`config.mk`:
```
export PLATFORM = sky130hd
export DESIGN_NAME = blake2_msg_feeder_flat
export DESIGN_NICKNAME = d
export VERILOG_FILES = /design/src/rtl/blake2_msg_feeder_if.sv /design/src/rtl/blake2_msg_feeder.sv /design/src/flat_wrapper.sv
export SDC_FILE = /design/constraint.sdc
export NUM_CORES = 1
export LEC_CHECK = 0
export BUFFER_PORTS_ARGS = -buffer_cell sky130_fd_sc_hd__buf_2
export CORE_AREA = 2 2 133 83
export DETAILED_ROUTE_END_ITERATION = 10
export DIE_AREA = 0 0 135 85
export MAX_ROUTING_LAYER = met4
export PLACE_DENSITY = 0.88
export SETUP_SLACK_MARGIN = 0.5
export SLEW_MARGIN = 10
export SYNTH_ARGS = -nofsm -noshare
export SYNTH_HDL_FRONTEND = slang
export SYNTH_SLANG_ARGS = --single-unit
```
`constraint.sdc`:
```
create_clock -name clk -period 2.2 [get_ports clk]
set_input_delay 0.11 -clock clk [delete_from_list [all_inputs] [get_ports clk]]
set_output_delay 0.11 -clock clk [all_outputs]
set_load 0.02 [all_outputs]
```
`src/rtl/blake2_msg_feeder_if.sv`:
```
// Host byte stream into the BLAKE2s message feeder: valid/ready handshake,
// one byte per beat, with a last-byte marker closing the message.
interface blake2_msg_feeder_if;
  logic       s_valid;
  logic       s_last;
  logic [7:0] s_data;
  logic       s_ready;

  modport master (
    output s_valid,
    output s_last,
    output s_data,
    input  s_ready
  );

  modport slave (
    input  s_valid,
    input  s_last,
    input  s_data,
    output s_ready
  );
endinterface

```
`src/rtl/blake2_msg_feeder.sv`:
```
// BLAKE2s message feeder: frames a host byte stream into 64-byte core blocks,
// inserting the zero-padded key block, zero-padding the final message block,
// counting the total length and holding off new jobs until the hash is out.
module blake2_msg_feeder #(
  parameter int BLK    = 64,
  parameter int LL_W   = 64,
  parameter int KN_W   = 6,
  parameter int NN_MAX = 32
) (
  input  logic                    clk,
  input  logic                    nreset,
  input  logic                    start_i,
  input  logic [KN_W-1:0]         kk_i,
  input  logic [KN_W-1:0]         nn_i,
  input  logic                    empty_i,
  output logic                    busy_o,
  output logic                    cfg_err_o,
  blake2_msg_feeder_if.slave      host,
  input  logic                    core_ready_i,
  input  logic                    core_h_v_i,
  output logic                    data_v_o,
  output logic [$clog2(BLK)-1:0]  data_idx_o,
  output logic [7:0]              data_o,
  output logic                    block_first_o,
  output logic                    block_last_o,
  output logic [LL_W-1:0]         ll_o,
  output logic [KN_W-1:0]         kk_o,
  output logic [KN_W-1:0]         nn_o
);

  localparam int IDX_W = $clog2(BLK);
  localparam logic [IDX_W-1:0] IDX_LAST = IDX_W'(BLK - 1);
  localparam logic [KN_W-1:0]  KN_MAX   = KN_W'(NN_MAX);

  typedef enum logic [2:0] {
    S_IDLE, S_KEY, S_KEY_PAD, S_MSG, S_PAD, S_WAIT_H, S_WAIT_HL
  } state_t;

  state_t            state_q, state_d;
  logic [IDX_W-1:0]  idx_q, idx_d;
  logic [LL_W-1:0]   ll_q, ll_d;
  logic [KN_W-1:0]   kk_q, kk_d, nn_q, nn_d;
  logic              empty_q, empty_d;
  logic              first_q, first_d;
  logic              last_q, last_d;
  logic              cfg_err_q, cfg_err_d;

  logic              s_ready;
  logic              blk_end;
  logic              cfg_bad;
  logic              streaming;
  logic [IDX_W-1:0]  key_last_idx;

  assign blk_end      = (idx_q == IDX_LAST);
  assign key_last_idx = IDX_W'(kk_q) - IDX_W'(1);
  assign cfg_bad      = (kk_i > KN_MAX) || (nn_i == '0) || (nn_i > KN_MAX);
  assign streaming    = (state_q == S_KEY) || (state_q == S_KEY_PAD) ||
                        (state_q == S_MSG) || (state_q == S_PAD);

  // Byte path to the core: passthrough in KEY/MSG, zero fill in the pad states;
  // a strobe is only ever raised while the core is ready, since it shifts on each.
  always_comb begin
    s_ready  = 1'b0;
    data_v_o = 1'b0;
    data_o   = '0;
    case (state_q)
      S_KEY, S_MSG: begin
        s_ready  = core_ready_i;
        data_v_o = host.s_valid & core_ready_i;
        data_o   = host.s_data;
      end
      S_KEY_PAD, S_PAD: begin
        data_v_o = core_ready_i;
      end
      default: ;
    endcase
  end

  assign host.s_ready  = s_ready;
  assign data_idx_o    = idx_q;
  assign busy_o        = (state_q != S_IDLE);
  assign cfg_err_o     = cfg_err_q;
  assign block_first_o = first_q;
  // The last flag must already be high on the strobe carrying the last byte.
  assign block_last_o  = streaming &
                         (last_q | ((state_q == S_MSG) & host.s_valid & host.s_last));
  assign ll_o          = ll_q;
  assign kk_o          = kk_q;
  assign nn_o          = nn_q;

  // Next-state: job sequencing, byte index/length counting and block flags.
  always_comb begin
    state_d   = state_q;
    idx_d     = idx_q;
    ll_d      = ll_q;
    kk_d      = kk_q;
    nn_d      = nn_q;
    empty_d   = empty_q;
    first_d   = first_q;
    last_d    = last_q;
    cfg_err_d = 1'b0;

    if (data_v_o) begin
      idx_d = idx_q + IDX_W'(1);
      if (blk_end) first_d = 1'b0;
      // Padding of the final block is not part of the message length.
      if (state_q != S_PAD) ll_d = ll_q + LL_W'(1);
    end

    case (state_q)
      S_IDLE: begin
        if (start_i) begin
          if (cfg_bad) begin
            cfg_err_d = 1'b1;
          end else begin
            kk_d    = kk_i;
            nn_d    = nn_i;
            empty_d = empty_i;
            idx_d   = '0;
            ll_d    = '0;
            first_d = 1'b1;
            // With no message, the first block (key or pad-only) is also the last.
            last_d  = empty_i;
            if (kk_i != '0)   state_d = S_KEY;
            else if (empty_i) state_d = S_PAD;
            else              state_d = S_MSG;
          end
        end
      end
      S_KEY: begin
        if (data_v_o && (idx_q == key_last_idx)) begin
          if (blk_end) state_d = empty_q ? S_WAIT_H : S_MSG;
          else         state_d = S_KEY_PAD;
        end
      end
      S_KEY_PAD: begin
        if (data_v_o && blk_end) state_d = empty_q ? S_WAIT_H : S_MSG;
      end
      S_MSG: begin
        if (data_v_o && host.s_last) begin
          last_d  = 1'b1;
          state_d = blk_end ? S_WAIT_H : S_PAD;
        end
      end
      S_PAD: begin
        if (data_v_o && blk_end) state_d = S_WAIT_H;
      end
      S_WAIT_H: begin
        if (core_h_v_i) state_d = S_WAIT_HL;
      end
      S_WAIT_HL: begin
        if (!core_h_v_i) state_d = S_IDLE;
      end
      default: state_d = S_IDLE;
    endcase
  end

  // State and counters; reset abandons any job in flight.
  always_ff @(posedge clk or negedge nreset) begin
    if (!nreset) begin
      state_q   <= S_IDLE;
      idx_q     <= '0;
      ll_q      <= '0;
      kk_q      <= '0;
      nn_q      <= '0;
      empty_q   <= 1'b0;
      first_q   <= 1'b0;
      last_q    <= 1'b0;
      cfg_err_q <= 1'b0;
    end else begin
      state_q   <= state_d;
      idx_q     <= idx_d;
      ll_q      <= ll_d;
      kk_q      <= kk_d;
      nn_q      <= nn_d;
      empty_q   <= empty_d;
      first_q   <= first_d;
      last_q    <= last_d;
      cfg_err_q <= cfg_err_d;
    end
  end

endmodule

```
`src/flat_wrapper.sv`:
```
// flat-port wrapper written by rule: the top's interface ports become plain ports
module blake2_msg_feeder_flat 
#(
  parameter int BLK    = 64,
  parameter int LL_W   = 64,
  parameter int KN_W   = 6,
  parameter int NN_MAX = 32
)
  (clk, nreset, start_i, kk_i, nn_i, empty_i, busy_o, cfg_err_o, core_ready_i, core_h_v_i, data_v_o, data_idx_o, data_o, block_first_o, block_last_o, ll_o, kk_o, nn_o, host_s_valid, host_s_last, host_s_data, host_s_ready);
  blake2_msg_feeder_if host_i ();
  input  logic clk;
  input  logic nreset;
  input  logic start_i;
  input  logic [KN_W-1:0] kk_i;
  input  logic [KN_W-1:0] nn_i;
  input  logic empty_i;
  output logic busy_o;
  output logic cfg_err_o;
  input  logic core_ready_i;
  input  logic core_h_v_i;
  output logic data_v_o;
  output logic [$clog2(BLK)-1:0] data_idx_o;
  output logic [7:0] data_o;
  output logic block_first_o;
  output logic block_last_o;
  output logic [LL_W-1:0] ll_o;
  output logic [KN_W-1:0] kk_o;
  output logic [KN_W-1:0] nn_o;
  input wire logic [$bits(host_i.s_valid)-1:0] host_s_valid;
  input wire logic [$bits(host_i.s_last)-1:0] host_s_last;
  input wire logic [$bits(host_i.s_data)-1:0] host_s_data;
  output wire logic [$bits(host_i.s_ready)-1:0] host_s_ready;
  assign host_i.s_valid = host_s_valid;
  assign host_i.s_last = host_s_last;
  assign host_i.s_data = host_s_data;
  assign host_s_ready = host_i.s_ready;
  blake2_msg_feeder #(.BLK(BLK), .LL_W(LL_W), .KN_W(KN_W), .NN_MAX(NN_MAX)) u_core (.clk(clk), .nreset(nreset), .start_i(start_i), .kk_i(kk_i), .nn_i(nn_i), .empty_i(empty_i), .busy_o(busy_o), .cfg_err_o(cfg_err_o), .host(host_i), .core_ready_i(core_ready_i), .core_h_v_i(core_h_v_i), .data_v_o(data_v_o), .data_idx_o(data_idx_o), .data_o(data_o), .block_first_o(block_first_o), .block_last_o(block_last_o), .ll_o(ll_o), .kk_o(kk_o), .nn_o(nn_o));
endmodule
```
==> metrics.md, run 1 <==
| Metric | Value |
|---|---|
| Most frequent cell after synthesis | `dfrtp_1` |
| Drt pass-1 iters | `7` |
| Synth unique cells | `43` |
| Core area | `10300 sq um` |
| CP max-delay cell | `nor4_4` |
| Drt via density | `6.30` |
| Area Overhead vs Synth | `67.9%` |
| Clock sinks | `89` |
| Fin crit period | `2.25 ns` |
| First-pass GRT wire length | `27200 um` |
| Measured slew at the worst slew-check pin | `0.404 ns` |
| Die height | `85 um` |
| Met1 Usage GRT | `39.7%` |
| Post-route ant nets | `0` |
| Vias in the first global route | `5364` |
| Yosys top cell area share | `45.0%` |
| Post-synth top cells | `dfrtp_1 (89), nor2_1 (58), nand2_1 (52), xnor2_1 (34), nand3_1 (30)` |
| Worst hold margin | `-0.00583 ns` |
| P_leak | `0.00395 uW` |
| RD Place Congestion | `0.934` |
| Total Nets Final | `825` |
| Unrepaired setup endpoints after global routing | `yes` |
| Die ar. | `11500 sq um` |
| Starting DRT DRC Count | `626` |
| Worst EP required | `2.49 ns` |
| Asr flop ratio synth | `100%` |
| Synth warn | `0` |
| Pwr Total | `7400 uW` |
| Arrival @ worst endpoint | `2.54 ns` |
| # diodes | `0` |
| Root Driver | `clkbuf_16` |
| Detailed-route via count | `5910` |
| Max_cap viols | `0` |
| Sequential Area | `2260 sq um` |
| Status | `finished with violations` |
| CTS tree | `yes` |
| Placement Setup Slack | `-0.0513 ns` |
| Cells after Synth | `552` |
| Relative slew margins | `73.0%` |
| Period utilization | `102%` |
| Crit-path cells | `buf_4 > buf_6 > nand4_1 > nor4_4 > nand4_1 > buf_4 > nor4_1 > o21a_1` |
| GRT Total Usage | `31.1%` |
| Clk Latency, worst-skew pair | `0.35 ns` |
| Worst setup margin | `-0.0515 ns` |
| Share of cells above drive strength 1 | `56.2%` |
| Post-synthesis cell area | `4950 sq um` |
| Worst-path clk slew | `0.07 ns` |
| Post-Route WL | `21100 um` |
| Clk buf depth | `2` |
| CTS Buf Count | `9` |
| Met2 global-route usage | `48.2%` |
| Mean post-synth cell area | `8.96 sq um` |
| Initial antenna violation count | `0` |
| Max Slew Vio Count | `0` |
| Top_reg_cell synth | `dfrtp_1` |
| Post-DP HPWL | `11100 um` |
| Failing checks | `hold timing, setup timing` |
| DRC violations left | `0` |
| Sequential cell area fraction in the yosys report | `45.0%` |
| Grt ovf | `0` |
| Power per Cell Area | `891 nW/um^2` |
| CP Launch Type | `flip-flop` |
| Met3 usage | `8.72%` |
| Die width | `135 um` |
| Peak Freq | `444 MHz` |
| Top Usage Layer GRT | `met2` |
| # fillers | `563` |
| Setup CP Type | `reg2reg` |
| Count of state elements after synthesis | `89` |
| Average routed wire per standard cell | `22.5 um` |
| IO buf count | `123` |
| Synth area leader | `dfrtp_1` |
| Standard-cell rows | `29` |
| VDD IR max | `0.856 mV` |
| I/O pins | `124` |
| Area taken by multi-input logic gates | `3440 sq um` |
| Final Setup Violations | `7` |
| Setup Skew | `0.00963 ns` |
| Min-delay worst type | `in2reg` |
| Crit path largest cell delay | `0.44 ns` |
| Crit end category | `flip-flop` |
| Post-Syn Nets | `583` |
| Synth top area cells | `dfrtp_1 (45%), xnor2_1 (6.0%), nor2_1 (4.4%)` |
| Initial Util | `48.0%` |
| Number of synthesized flops with an enable pin | `0` |
| Largest net degree at the start of global routing | `62` |
| CP Max Fanout | `4` |
| Htree depth | `3` |
| Hold Vio Cnt, Final | `1` |
state kept, by name, indices dropped and copies added, names as in the netlist:
| name | flops |
|---|---|
| u_core.kk_o | 6 |
| u_core.state_q | 3 |
| u_core.ll_o | 64 |
| u_core.empty_q | 1 |
| u_core.nn_o | 6 |
| u_core.data_idx_o | 6 |
| u_core.cfg_err_o | 1 |
| u_core.last_q | 1 |
| u_core.block_first_o | 1 |
final timing paths:
check / slack, ns / cells past startpoint / endpoint / start
setup reg to reg: -0.05 / 8 / u_core.ll_o[50] / u_core.ll_o[8]
min in group asynchronous: 0.23 / 2 / u_core.ll_o[7] / nreset
hold / removal: -0.006 / 3 / u_core.kk_o[0] / kk_i[0]
max in group asynchronous: 1.27 / 3 / u_core.ll_o[34] / nreset
setup / recovery: -0.05 / 8 / u_core.ll_o[50] / u_core.ll_o[8]
hold reg to reg: 0.51 / 2 / u_core.block_first_o / u_core.block_first_o
layer usage:
layer / part of all wire [%] / vias up / wire [um]
li1: - / 2432 / -
met1: 38 / 2906 / 8050
met2: 48 / 466 / 10100
met3: 9.5 / 106 / 2010
met4: 4.4 / 0 / 925
met5: 0 / - / 0
power by group:
group | switching, uW | internal, uW | leakage, uW
Clock | 698 | 891 | 0.000146
Sequential | 369 | 1910 | 0.00114
Combinational | 1820 | 1700 | 0.00266
critical path: cells and delay by family, from the launching register on:
kind,cells,cell delay [ns]
and+or+nand+nor,4,1.18
DFF,1,0.40
buffers and inverters,3,0.43
AOI/OAI and AO/OA,1,0.19
final cells by class:
type | instances | share of cell area (%)
Multi-Input combinational cell | 414 | 41.4
Sequential cell | 89 | 27.2
Timing Repair Buffer | 255 | 24.5
Clock buffer | 9 | 2.71
Tap cell | 139 | 2.09
Inverter | 25 | 1.16
Clock inverter | 7 | 0.934
through the flow:
step | setup TNS (ns) | instances | cell area (sq um) | hold WS (ns) | util (%)
global route | -0.697 | 938 | 8310 | 0.0104 | 80.6
global placement | 0 | 841 | 6310 | 0.0555 | 61.3
floorplan | -0.0745 | 552 | 5350 | -0.186 | -
detailed placement | -0.0865 | 841 | 6310 | 0.0596 | 61.3
CTS | 0 | 898 | 7330 | 0.00327 | 71.2
finish | -0.189 | 938 | 8310 | -0.00583 | 80.6
cell families after synthesis:
| group | share of synthesized area [%] |
|---|---|
| mux | 2.88 |
| xor+xnor | 9.56 |
| simple gates | 30.0 |
| compound gates | 7.92 |
| flops | 45.0 |
| fa+ha+maj | 0.759 |
| buf+inv | 3.87 |
repair_timing:
item | CTS | global route
resized for setup | 90 | 139
setup buffers | 34 | 32
endpoints found under the setup margin | 70 | 89
pin swaps | 50 | 91
hold buffers | 5 | 0
gates cloned | 2 | 8
endpoints found under the hold margin | 32 | 0
layout by cell type, fill, tap and decap left out, types with 18 or more instances in the layout:
cell type  Yosys  final
nand3_1       30     22
dfrtp_1       89     61
buf_4          1     75
o21ai_0       28     19
dfrtp_2        0     28
nand4_1       26     26
xnor2_1       34     24
xor2_1        20     18
buf_2          3    110
inv_1         25     21
nand2_1       52     41
buf_6          0     48
nor2_1        58     41
Power figures use the tool's default switching activity.
==> run 2, diff against run 1 <==
--- a/config.mk
+++ b/config.mk
@@ -6,13 +6,14 @@
 export NUM_CORES = 1
 export LEC_CHECK = 0
 export BUFFER_PORTS_ARGS = -buffer_cell sky130_fd_sc_hd__buf_2
-export CORE_AREA = 2 2 133 83
+export CORE_AREA = 2 2 153 95
 export DETAILED_ROUTE_END_ITERATION = 10
-export DIE_AREA = 0 0 135 85
+export DIE_AREA = 0 0 155 97
 export MAX_ROUTING_LAYER = met4
-export PLACE_DENSITY = 0.88
+export PLACE_DENSITY = 0.71
 export SETUP_SLACK_MARGIN = 0.5
 export SLEW_MARGIN = 10
 export SYNTH_ARGS = -nofsm -noshare
 export SYNTH_HDL_FRONTEND = slang
 export SYNTH_SLANG_ARGS = --single-unit
+export TNS_END_PERCENT = 1
==> metrics.md, run 2 (synthesized netlist as in run 1, its figures left out) <==
| Metric | Value |
|---|---|
| Most common cell after layout, fill and taps aside | `buf_2` |
| Die height | `97 um` |
| Largest net degree at the start of global routing | `66` |
| Vias in the first global route | `4476` |
| Measured slew at the worst slew-check pin | `0.391 ns` |
| Post-Route WL | `15200 um` |
| Beginning of the critical path | `u_core.state_q[0]` |
| Initial antenna violation count | `1` |
| Clock share of power | `26.2%` |
| Initial Util | `36.6%` |
| Fin crit period | `2.12 ns` |
| P_leak | `0.00347 uW` |
| Post-route ant nets | `0` |
| Max Slew Vio Count | `0` |
| Crit path largest cell delay | `0.45 ns` |
| CTS Buf Count | `9` |
| Setup Skew | `0.00526 ns` |
| Grt ovf | `0` |
| Min-delay worst type | `in2reg` |
| Setup CP Type | `reg2reg` |
| Worst hold margin | `0.0248 ns` |
| Sw frac | `36.3%` |
| I/O pins | `124` |
| Instance count on the critical path | `7` |
| First-pass GRT wire length | `23700 um` |
| Crit-path cells | `mux2_2 > and4_4 > buf_4 > and4_4 > nand4_1 > or3_4 > a21oi_2` |
| Worst-path clk slew | `0.06 ns` |
| Clk buf depth | `2` |
| Worst R2R Path Depth | `7` |
| RD Place Congestion | `0.906` |
| Share of cells above drive strength 1 | `41.3%` |
| Logic pwr share | `40.5%` |
| Htree depth | `3` |
| Drt pass-1 iters | `5` |
| CP Launch Type | `flip-flop` |
| Status | `completed` |
| GRT Total Usage | `20.4%` |
| Period utilization | `96.6%` |
| Clock sinks | `89` |
| R2r setup slk | `0.08 ns` |
| # fillers | `1205` |
| Crit end category | `flip-flop` |
| Most frequent cells in the layout | `buf_2 (120), buf_4 (78), dfrtp_1 (77)` |
| Clk Latency, worst-skew pair | `0.34 ns` |
| Peak Freq | `471 MHz` |
| Unrepaired setup endpoints after global routing | `yes` |
| Detailed-route via count | `4916` |
| Root Driver | `clkbuf_16` |
| Pwr Total | `6490 uW` |
| Relative slew margins | `73.9%` |
| Arrival @ worst endpoint | `2.40 ns` |
| Die ar. | `15000 sq um` |
| Total Nets Final | `784` |
| Crit path to | `u_core.ll_o[56]` |
| Starting DRT DRC Count | `370` |
| VDD IR max | `0.523 mV` |
| Die width | `155 um` |
| Most frequent cell on the critical path | `and4_4` |
| Max_cap viols | `0` |
| Psw | `2350 uW` |
| Bufs and invs on worst path | `1` |
| Standard-cell rows | `33` |
| Internal power | `4140 uW` |
| Hold Vio Cnt, Final | `0` |
| CP max-delay cell | `or3_4` |
| Worst R2R End | `u_core.ll_o[56]` |
| DRC violations left | `0` |
| Fin Setup TNS | `0 ns` |
| Non-Filler Instances | `934` |
| Max FFs per register | `64` |
| Worst EP required | `2.48 ns` |
| Drt via density | `5.26` |
| Power per Cell Area | `902 nW/um^2` |
| CTS tree | `yes` |
| Average routed wire per standard cell | `16.2 um` |
| Core area | `13500 sq um` |
| CP Max Fanout | `6` |
| DP Cell Count | `905` |
| Reg power frac | `33.3%` |
| Delay-heaviest family, CP | `simple AND/OR/NAND/NOR gates` |
| Final Setup Violations | `0` |
| Area Overhead vs Synth | `45.5%` |
| Post-DP HPWL | `11000 um` |
| IO buf count | `123` |
| Final Util | `53.3%` |
| R2r startpoint | `u_core.state_q[0]` |
[run 2: metal layers]
| layer | vias to the layer above | GRT usage [%] | wire length (um) |
|---|---|---|---|
| met5 | - | - | 0 |
| met4 | 0 | 5.20 | 152 |
| met3 | 12 | 5.56 | 1080 |
| met2 | 174 | 26.0 | 6260 |
| met1 | 2375 | 31.2 | 7670 |
| li1 | 2355 | - | - |
[run 2: how the worst min path moves through the flow]
| stage | from | end | depth (start not counted) |
|---|---|---|---|
| after floorplan | nreset | u_core.block_first_o | 0 |
| after global placement | nreset | u_core.ll_o[14] | 1 |
| after detailed placement | nreset | u_core.ll_o[14] | 1 |
| after CTS | start_i | u_core.cfg_err_o | 3 |
| after global routing | nn_i[3] | u_core.nn_o[3] | 2 |
| final | nn_i[3] | u_core.nn_o[3] | 2 |
[run 2: power by group through the flow]
stage | sequential, uW | clock, uW | combinational (uW)
after floorplan | 2410 | 0 | 1210
after global placement | 2160 | 0 | 2320
after detailed placement | 2180 | 0 | 2340
after CTS | 2140 | 1730 | 2370
after global routing | 2200 | 1800 | 2840
final | 2160 | 1700 | 2630
[run 2: layout make-up]
type,count,area (sq um),share of cell area [%]
multi-input cells,414,2920,40.5
flip-flops and latches,89,2240,31.1
clock buffers,14,264,3.67
repair buffers,214,1400,19.4
well taps,175,219,3.04
diodes,1,2.50,0.0348
inverters,25,93.8,1.30
clock inverters,2,60.1,0.834
[run 2: through the flow]
stage                     setup slack [ns]  area (sq um)
after floorplan                    -0.0383          4980
after global placement              0.0583          6370
after detailed placement           -0.0231          6370
after CTS                           0.0834          6800
after global routing               -0.0490          7200
final                               0.0758          7200
[run 2: timing repair]
item	in CTS	in global routing
setup buffers	3	3
hold buffers	4	1
gates resized for setup	9	83
hold endpoints to repair	27	1
pin swaps	7	45
endpoints found under the setup margin	97	99
cloned	1	0
